===== src/rtl/uart_tx_buffered.sv =====
// Buffered 8N1/8N2 UART transmitter. A one-deep holding register sits in front
// of the shifter so a producer can queue the next byte while a frame is on the
// line; that byte starts right after the current stop period with no idle gap.
module uart_tx_buffered #(
  parameter int unsigned CLKS_PER_BIT = 2605,
  parameter int unsigned STOP_BITS    = 1
) (
  input  logic       clock,
  input  logic       reset_n,
  input  logic [7:0] tx_data,
  input  logic       tx_valid,
  output logic       tx_ready,
  output logic       tx_stream,
  output logic       tx_busy,
  output logic       tx_done
);

  // Wide enough for the longest period timed, the whole stop period.
  localparam int unsigned CntW = $clog2(CLKS_PER_BIT * STOP_BITS);
  localparam logic [CntW-1:0] BitLast  = CntW'(CLKS_PER_BIT - 1);
  localparam logic [CntW-1:0] StopLast = CntW'(CLKS_PER_BIT * STOP_BITS - 1);

  typedef enum logic [1:0] {
    StIdle,
    StStart,
    StData,
    StStop
  } state_e;

  state_e          state_q, state_d;
  logic [CntW-1:0] cnt_q, cnt_d;
  logic [2:0]      idx_q, idx_d;
  logic [7:0]      shift_q, shift_d;
  logic [7:0]      hold_q, hold_d;
  logic            hold_full_q, hold_full_d;
  logic            stream_q, stream_d;
  logic            done_q, done_d;
  logic            load;

  // State, counters, holding register and registered line/done outputs.
  always_ff @(posedge clock or negedge reset_n) begin
    if (!reset_n) begin
      state_q     <= StIdle;
      cnt_q       <= '0;
      idx_q       <= '0;
      shift_q     <= '0;
      hold_q      <= '0;
      hold_full_q <= 1'b0;
      stream_q    <= 1'b1;
      done_q      <= 1'b0;
    end else begin
      state_q     <= state_d;
      cnt_q       <= cnt_d;
      idx_q       <= idx_d;
      shift_q     <= shift_d;
      hold_q      <= hold_d;
      hold_full_q <= hold_full_d;
      stream_q    <= stream_d;
      done_q      <= done_d;
    end
  end

  // Handshake capture, FSM sequencing and shifter load from the holding register.
  always_comb begin
    state_d     = state_q;
    cnt_d       = cnt_q;
    idx_d       = idx_q;
    shift_d     = shift_q;
    hold_d      = hold_q;
    hold_full_d = hold_full_q;
    done_d      = 1'b0;
    load        = 1'b0;

    // Acceptance needs an empty holder, so it never coincides with a load.
    if (tx_valid && !hold_full_q) begin
      hold_d      = tx_data;
      hold_full_d = 1'b1;
    end

    unique case (state_q)
      StIdle: begin
        load = hold_full_q;
      end
      StStart: begin
        if (cnt_q == BitLast) begin
          cnt_d   = '0;
          idx_d   = '0;
          state_d = StData;
        end else begin
          cnt_d = cnt_q + CntW'(1);
        end
      end
      StData: begin
        if (cnt_q == BitLast) begin
          cnt_d = '0;
          if (idx_q == 3'd7) begin
            state_d = StStop;
          end else begin
            idx_d = idx_q + 3'd1;
          end
        end else begin
          cnt_d = cnt_q + CntW'(1);
        end
      end
      StStop: begin
        if (cnt_q == StopLast) begin
          cnt_d  = '0;
          done_d = 1'b1;
          if (hold_full_q) begin
            load = 1'b1;
          end else begin
            state_d = StIdle;
          end
        end else begin
          cnt_d = cnt_q + CntW'(1);
        end
      end
      default: begin
        state_d = StIdle;
      end
    endcase

    if (load) begin
      shift_d     = hold_q;
      hold_full_d = 1'b0;
      cnt_d       = '0;
      state_d     = StStart;
    end
  end

  // Line level for the current state; registered so the output is glitch-free.
  always_comb begin
    stream_d = 1'b1;
    unique case (state_q)
      StStart: stream_d = 1'b0;
      StData:  stream_d = shift_q[idx_q];
      default: stream_d = 1'b1;
    endcase
  end

  assign tx_ready  = ~hold_full_q;
  assign tx_stream = stream_q;
  assign tx_done   = done_q;
  assign tx_busy   = (state_q != StIdle);

endmodule


===== config.mk =====
export PLATFORM = sky130hd
export DESIGN_NAME = uart_tx_buffered
export DESIGN_NICKNAME = d
export VERILOG_FILES = /design/src/rtl/uart_tx_buffered.sv
export SDC_FILE = /design/constraint.sdc
export NUM_CORES = 1
export LEC_CHECK = 0
export ABC_AREA = 1
export BUFFER_PORTS_ARGS = -buffer_cell sky130_fd_sc_hd__buf_2
export CAP_MARGIN = 0
export CORE_MARGIN = 2
export CORE_UTILIZATION = 40
export CTS_CLUSTER_SIZE = 10
export DETAILED_ROUTE_END_ITERATION = 7
export PLACE_DENSITY_LB_ADDON = 0.12
export SYNTH_ARGS = -nofsm -noshare
export SYNTH_HDL_FRONTEND = slang
export SYNTH_SLANG_ARGS = --single-unit

===== constraint.sdc =====
create_clock -name clock -period 3.1 [get_ports clock]
set_input_delay 0.62 -clock clock [delete_from_list [all_inputs] [get_ports clock]]
set_output_delay 0.62 -clock clock [all_outputs]
set_load 0.02 [all_outputs]

## Word-level counts from Yosys, hierarchy flattened

Cells that the tools add are included.

| operators by class | value |
|---|---|
| reduce and logical (&&, ||, !) cells | 11 |
| $add $sub $neg | 2 |
| $lt $le $gt $ge | 1 |
| bitwise logic cells | 1 |
| eq/ne operators | 13 |
| muxes and demuxes | 24 |

Operators with widths:

| cell | number |
|---|---|
| $mux W12 | 3 |
| $ne A3 B3 Y1 const B | 5 |
| $add A12 B1 Y12 const B | 1 |
| $eq A12 B12 Y1 const B | 1 |
| $mux W2 | 6 |
| $mux W3 | 3 |
| $reduce_bool A2 Y1 | 4 |
| $mux W1 | 7 |
| $ne A2 B2 Y1 const B | 3 |
| $pmux W2 S3 | 1 |
| $pmux W3 S2 | 1 |
| $reduce_and A6 Y1 | 1 |
| $eq A2 B2 Y1 const B | 2 |
| $lt A3 B4 Y1 const B | 1 |
| $pmux W1 S2 | 2 |
| $reduce_and A4 Y1 | 1 |
| $reduce_bool A4 Y1 | 1 |
| $add A3 B1 Y3 const B | 1 |
| $bmux W1 S3 | 1 |
| $eq A3 B3 Y1 const B | 1 |
| $reduce_or A3 Y1 | 1 |
| $eq A2 B1 Y1 const B | 1 |
| $logic_not A2 Y1 | 1 |
| $logic_and A1 B1 Y1 | 1 |
| other kinds (2) | 2 |

| storage, ports and cells | value |
|---|---|
| bits in registers | 36 |
| output and inout port bits | 4 |
| word-level logic and storage cells | 60 |

## Longest topological paths before layout

| logic depth | value |
|---|---|
| depth after elaboration | 5 |
| depth in mapped cells | 11 |
| gate-level depth less buffers | 11 |

## Least setup slack after synthesis

OpenSTA, ideal clock, no wires.

| path | value |
|---|---|
| kind | register to register |
| start point | register state_q[0] |
| end point | register cnt_q[7] |
| path slack | 1.561 ns |
| clock period less this slack | 1.539 ns |
| setup time | 0.071 ns |
| data arrival time | 1.468 ns |
| stages on the path, launching flop included | 12 |
| required time | 3.029 ns |
| cells stage by stage | dfrtp_1 inv_1 ha_1 inv_1 nand2_1 nand2_1 nand4_1 nor2_1 nand2_1 nand2_1 inv_1 nor2_1 |

| between the ends | value |
|---|---|
| longest elaborated chain between the ends | 3 |

Ends and longest elaborated chain:

| what | line | source |
|---|---|---|
| start, declared | 30 | `state_e state_q, state_d;` |
| start signal, assigned | 43 | `state_q <= StIdle;` |
| start signal, assigned | 52 | `state_q <= state_d;` |
| $eq A2 B2 Y1, or another cell as far along | 80 | `unique case (state_q)` |
| $pmux W1 S2 or $reduce_or A3 Y1 (tied branches) | - |  |
| $mux W12 or $reduce_bool A2 Y1 (tied branches) | - |  |
| end signal, assigned | 53 | `cnt_q <= cnt_d;` |
| end, declared | 31 | `logic [CntW-1:0] cnt_q, cnt_d;` |

Parallel ways exist; a longest one is shown, timed or not.
A chain may end at the register's enable or synchronous reset.

## Final worst setup path

| path | value |
|---|---|
| start point | register state_q[0] |
| end point | output tx_busy |

| between the ends | value |
|---|---|
| longest elaborated chain between the ends | 1 |

Ends and longest elaborated chain:

| what | line | source |
|---|---|---|
| $reduce_bool A2 Y1 | 144 | `assign tx_busy = (state_q != StIdle);` |
| end, declared | 14 | `output logic tx_busy,` |

Every way passes these cells.

==> Flow_metrics.wiki <==
{| class="wikitable"
! Metric !! Value
|-
| Average wire per standard cell || 11.93 um
|-
| Post-Route Utilization || 45.75%
|-
| Final count of hold timing violations || 0
|-
| Top library cells by usage in the layout, fill and taps aside || sky130_fd_sc_hd__nand2_1, sky130_fd_sc_hd__nor2_1, sky130_fd_sc_hd__dfrtp_1
|-
| CP Buf/Inv Count || 3
|-
| Slack of the worst reg-to-reg path || 1.25 ns
|-
| Worst Hold Class || in2async
|-
| Worst-Margin Slew || 0.8299 ns
|-
| Proportion of power drawn by the clock network || 41.0%
|-
| Destination of the worst register-to-register timing path || cnt_q[7]$_DFFE_PN0P_
|-
| Filler Cell Count || 475
|-
| R2R Path Start || state_q[0]$_DFFE_PN0P_
|-
| Portion of synthesized cell area occupied by the leading cell type || 46.05%
|-
| Diode count || 0
|-
| Port-buffer cells || 14
|-
| Number of setup buffers added after CTS || 0
|-
| Max-cap viol count || 0
|-
| Synthesized area per cell || 7.924 sq um
|-
| Number of standard cells after synthesis || 240
|-
| DIE WIDTH || 72.96 um
|-
| Placed wire-length estimate || 2.800 mm
|-
| Longest individual stage delay on the worst path || 0.42 ns
|-
| Fin worst setup slack || 1.093 ns
|-
| Growth of design area from synthesis to finish || 12.11%
|-
| Critical Path RT || 2.48 ns
|-
| Total wire length after detailed routing || 3.747 mm
|-
| Pre-CTS setup slack || 1.273 ns
|-
| Max-slew violations || 0
|-
| Number of remaining DRC errors || 0
|-
| Post-detailed-route count of antenna-violating nets || 0
|-
| Setup skew after layout || 0.005351 ns
|-
| Accumulated negative setup slack || 0 ns
|-
| Leading post-synthesis cells by cell area || sky130_fd_sc_hd__dfrtp_1, sky130_fd_sc_hd__nand2_1, sky130_fd_sc_hd__nor2_1
|-
| Cell with the largest stage delay on the worst path || sky130_fd_sc_hd__dfrtp_1
|-
| Count of vias placed by the detailed router || 1519
|-
| Clock-pin slew reported for the worst setup and hold paths after clock tree synthesis || 0.07 ns
|-
| Crit Path Max Fanout || 6
|-
| Maximum VDD drop || 0.2742 mV
|-
| Post-synth net total || 260
|-
| Final nets || 279
|-
| Crit Path Class || reg2out
|-
| Sink Count || 36
|-
| Routability Congestion || 0.8237
|-
| Combinational share of power || 6.3%
|-
| Clock latency reported for the late side of the worst-skew pair || 0.29 ns
|-
| Kind of end point of the critical path || primary output
|-
| Synth Register Bits || 36
|-
| Cell type with the highest occurrence count on the critical path || sky130_fd_sc_hd__inv_1
|-
| Footprint of the multi-input gates || 864.6 sq um
|-
| Net switching power of the design || 212.3 uW
|-
| Run status || complete, no violations
|-
| Startpoint kind of the worst setup timing path || register
|-
| Final setup violating endpoints || 0
|-
| Fin crit share || 64.75%
|-
| Die area || 5322 sq um
|-
| Switching share of power || 21.59%
|-
| Normalized max-slew margin || 44.67%
|-
| Min cycle time layout || 2.007 ns
|-
| Initial antenna violation count || 0
|-
| 1st-pass router iterations || 4
|-
| Synth unique cells || 24
|-
| Worst-case clock buffer depth || 2
|-
| Syn. warnings || 0
|-
| Critical path depth || 4
|-
| CP arrival || 1.39 ns
|-
| Post-CTS resize count || 0
|-
| Detail-routed via count per cell || 4.838
|-
| Cell depth of the worst flop-to-flop path || 11
|-
| Height of the die || 72.96 um
|-
| Most common cell after layout, fill and taps aside || sky130_fd_sc_hd__nand2_1
|-
| Site row count || 25
|-
| Clock tree from TritonCTS || yes
|-
| Sequential cell area || 902.1 sq um
|-
| DR iter-0 viols || 56
|-
| Proportion of synthesized chip area in sequential cells || 47.43%
|-
| Area of the core region || 4661 sq um
|-
| Number of global-route vias before repair || 1582
|-
| P per Cell Area || 461.1 nW/um^2
|-
| Proportion of layout cells with a drive suffix above 1 || 15.00%
|-
| Highest clock frequency the design can meet || 0.4982 GHz
|-
| Netlist area before placement || 1902 sq um
|-
| Total track usage || 16.73%
|-
| Critical path's top delay family || buffers and inverters
|-
| RSZ-0062 raised after global routing || false
|-
| H-tree levels || 2
|-
| P_int || 770.9 uW
|-
| Cells along the critical path || inv_1, ha_1, inv_1, buf_2
|-
| Cts bufs inserted || 5
|-
| Remaining Overflow, GRT || 0
|-
| Largest area contributor in the netlist || sky130_fd_sc_hd__dfrtp_1
|-
| CTS root buffer || sky130_fd_sc_hd__clkbuf_8
|-
| Static leakage || 1.140 nW
|-
| Wire length of the first global-routing pass || 6.713 mm
|-
| Count of pins on the block boundary || 15
|-
| Effective utilization at floorplan || 40.81%
|-
| Maximum number of pins on one net before global-route repair || 37
|-
| CTS hold repair buffers || 0
|-
| Seq pwr share || 52.7%
|}
-- stage by stage --
step                instance area [sq um]  instances  power (mW)  hold slack [ns]
floorplan                            1902        240      0.5658           0.3244
global placement                     2024        306      0.5890           0.4656
detailed placement                   2024        306      0.5922           0.4701
CTS                                  2132        314       1.006           0.4510
global route                         2132        314       1.041           0.4894
finish                               2132        314      0.9832           0.4216
-- registers in the layout, indices dropped and copies added (netlist names) --
register and cells:
tx_stream 1, hold_q 8, cnt_q 12, tx_done 1, state_q 2, hold_full_q 1, shift_q 8, idx_q 3
-- per-layer routing --
| metal | routed length (um) | GRT usage, % | vias to the layer above |
|---|---|---|---|
| li1 | - | - | 801 |
| met1 | 1631 | 18.46 | 694 |
| met2 | 1907 | 29.19 | 18 |
| met3 | 141 | 5.249 | 6 |
| met4 | 66 | 7.819 | 0 |
| met5 | 0 | 0 | - |
-- how the worst max path moves through the flow --
stage	from	endpoint	slack (ns)
after CTS	state_q[1]$_DFFE_PN0P_	tx_busy	1.07
final	state_q[0]$_DFFE_PN0P_	tx_busy	1.09
after global routing	state_q[0]$_DFFE_PN0P_	tx_busy	1.0
after floorplan	state_q[0]$_DFFE_PN0P_	cnt_q[7]$_DFFE_PN0P_	1.56
after global placement	state_q[1]$_DFFE_PN0P_	cnt_q[7]$_DFFE_PN0P_	1.26
after detailed placement	state_q[0]$_DFFE_PN0P_	cnt_q[7]$_DFFE_PN0P_	1.27
-- area by class of cell --
| class | count | area share (%) |
|---|---|---|
| tap | 54 | 3.169 |
| clock inverter | 2 | 1.643 |
| multi-input combinational | 170 | 40.55 |
| sequential | 36 | 42.31 |
| clock buffer | 6 | 3.404 |
| inverter | 32 | 5.634 |
| timing repair buffer | 14 | 3.286 |
-- power groups by stage --
stage                     logic, mW  clock network [mW]  registers, mW
after floorplan              0.0414                   0          0.524
after global placement       0.0626                   0          0.526
after detailed placement     0.0644                   0          0.528
after CTS                    0.0645               0.423          0.518
after global routing         0.0743               0.444          0.522
final                        0.0621               0.403          0.518
-- kinds of logic after synthesis --
group,synth area share [%]
xor+xnor,0.4606
mux,1.776
fa+ha+maj,5.921
compound gates,8.685
buf+inv,7.105
simple gates,28.62
flops,47.43
-- synthesized netlist by cell type --
cell type,n
sky130_fd_sc_hd__xor2_1,1
sky130_fd_sc_hd__nand4_1,6
sky130_fd_sc_hd__buf_6,1
sky130_fd_sc_hd__nor3_2,1
sky130_fd_sc_hd__dfrtp_1,35
sky130_fd_sc_hd__nand3_1,13
sky130_fd_sc_hd__ha_1,9
sky130_fd_sc_hd__o211ai_1,1
sky130_fd_sc_hd__inv_2,3
sky130_fd_sc_hd__mux2_2,3
sky130_fd_sc_hd__clkbuf_1,1
sky130_fd_sc_hd__and3_1,1
sky130_fd_sc_hd__dfstp_2,1
sky130_fd_sc_hd__nand2_4,1
sky130_fd_sc_hd__nor3_1,2
sky130_fd_sc_hd__o21ai_0,20
sky130_fd_sc_hd__nand2_2,2
sky130_fd_sc_hd__nor2_2,4
sky130_fd_sc_hd__nand3_2,1
sky130_fd_sc_hd__a21oi_1,8
sky130_fd_sc_hd__o21ai_2,2
sky130_fd_sc_hd__inv_1,29
sky130_fd_sc_hd__nor2_1,38
sky130_fd_sc_hd__nand2_1,57
No activity file was read; power rests on OpenSTA's default activity.
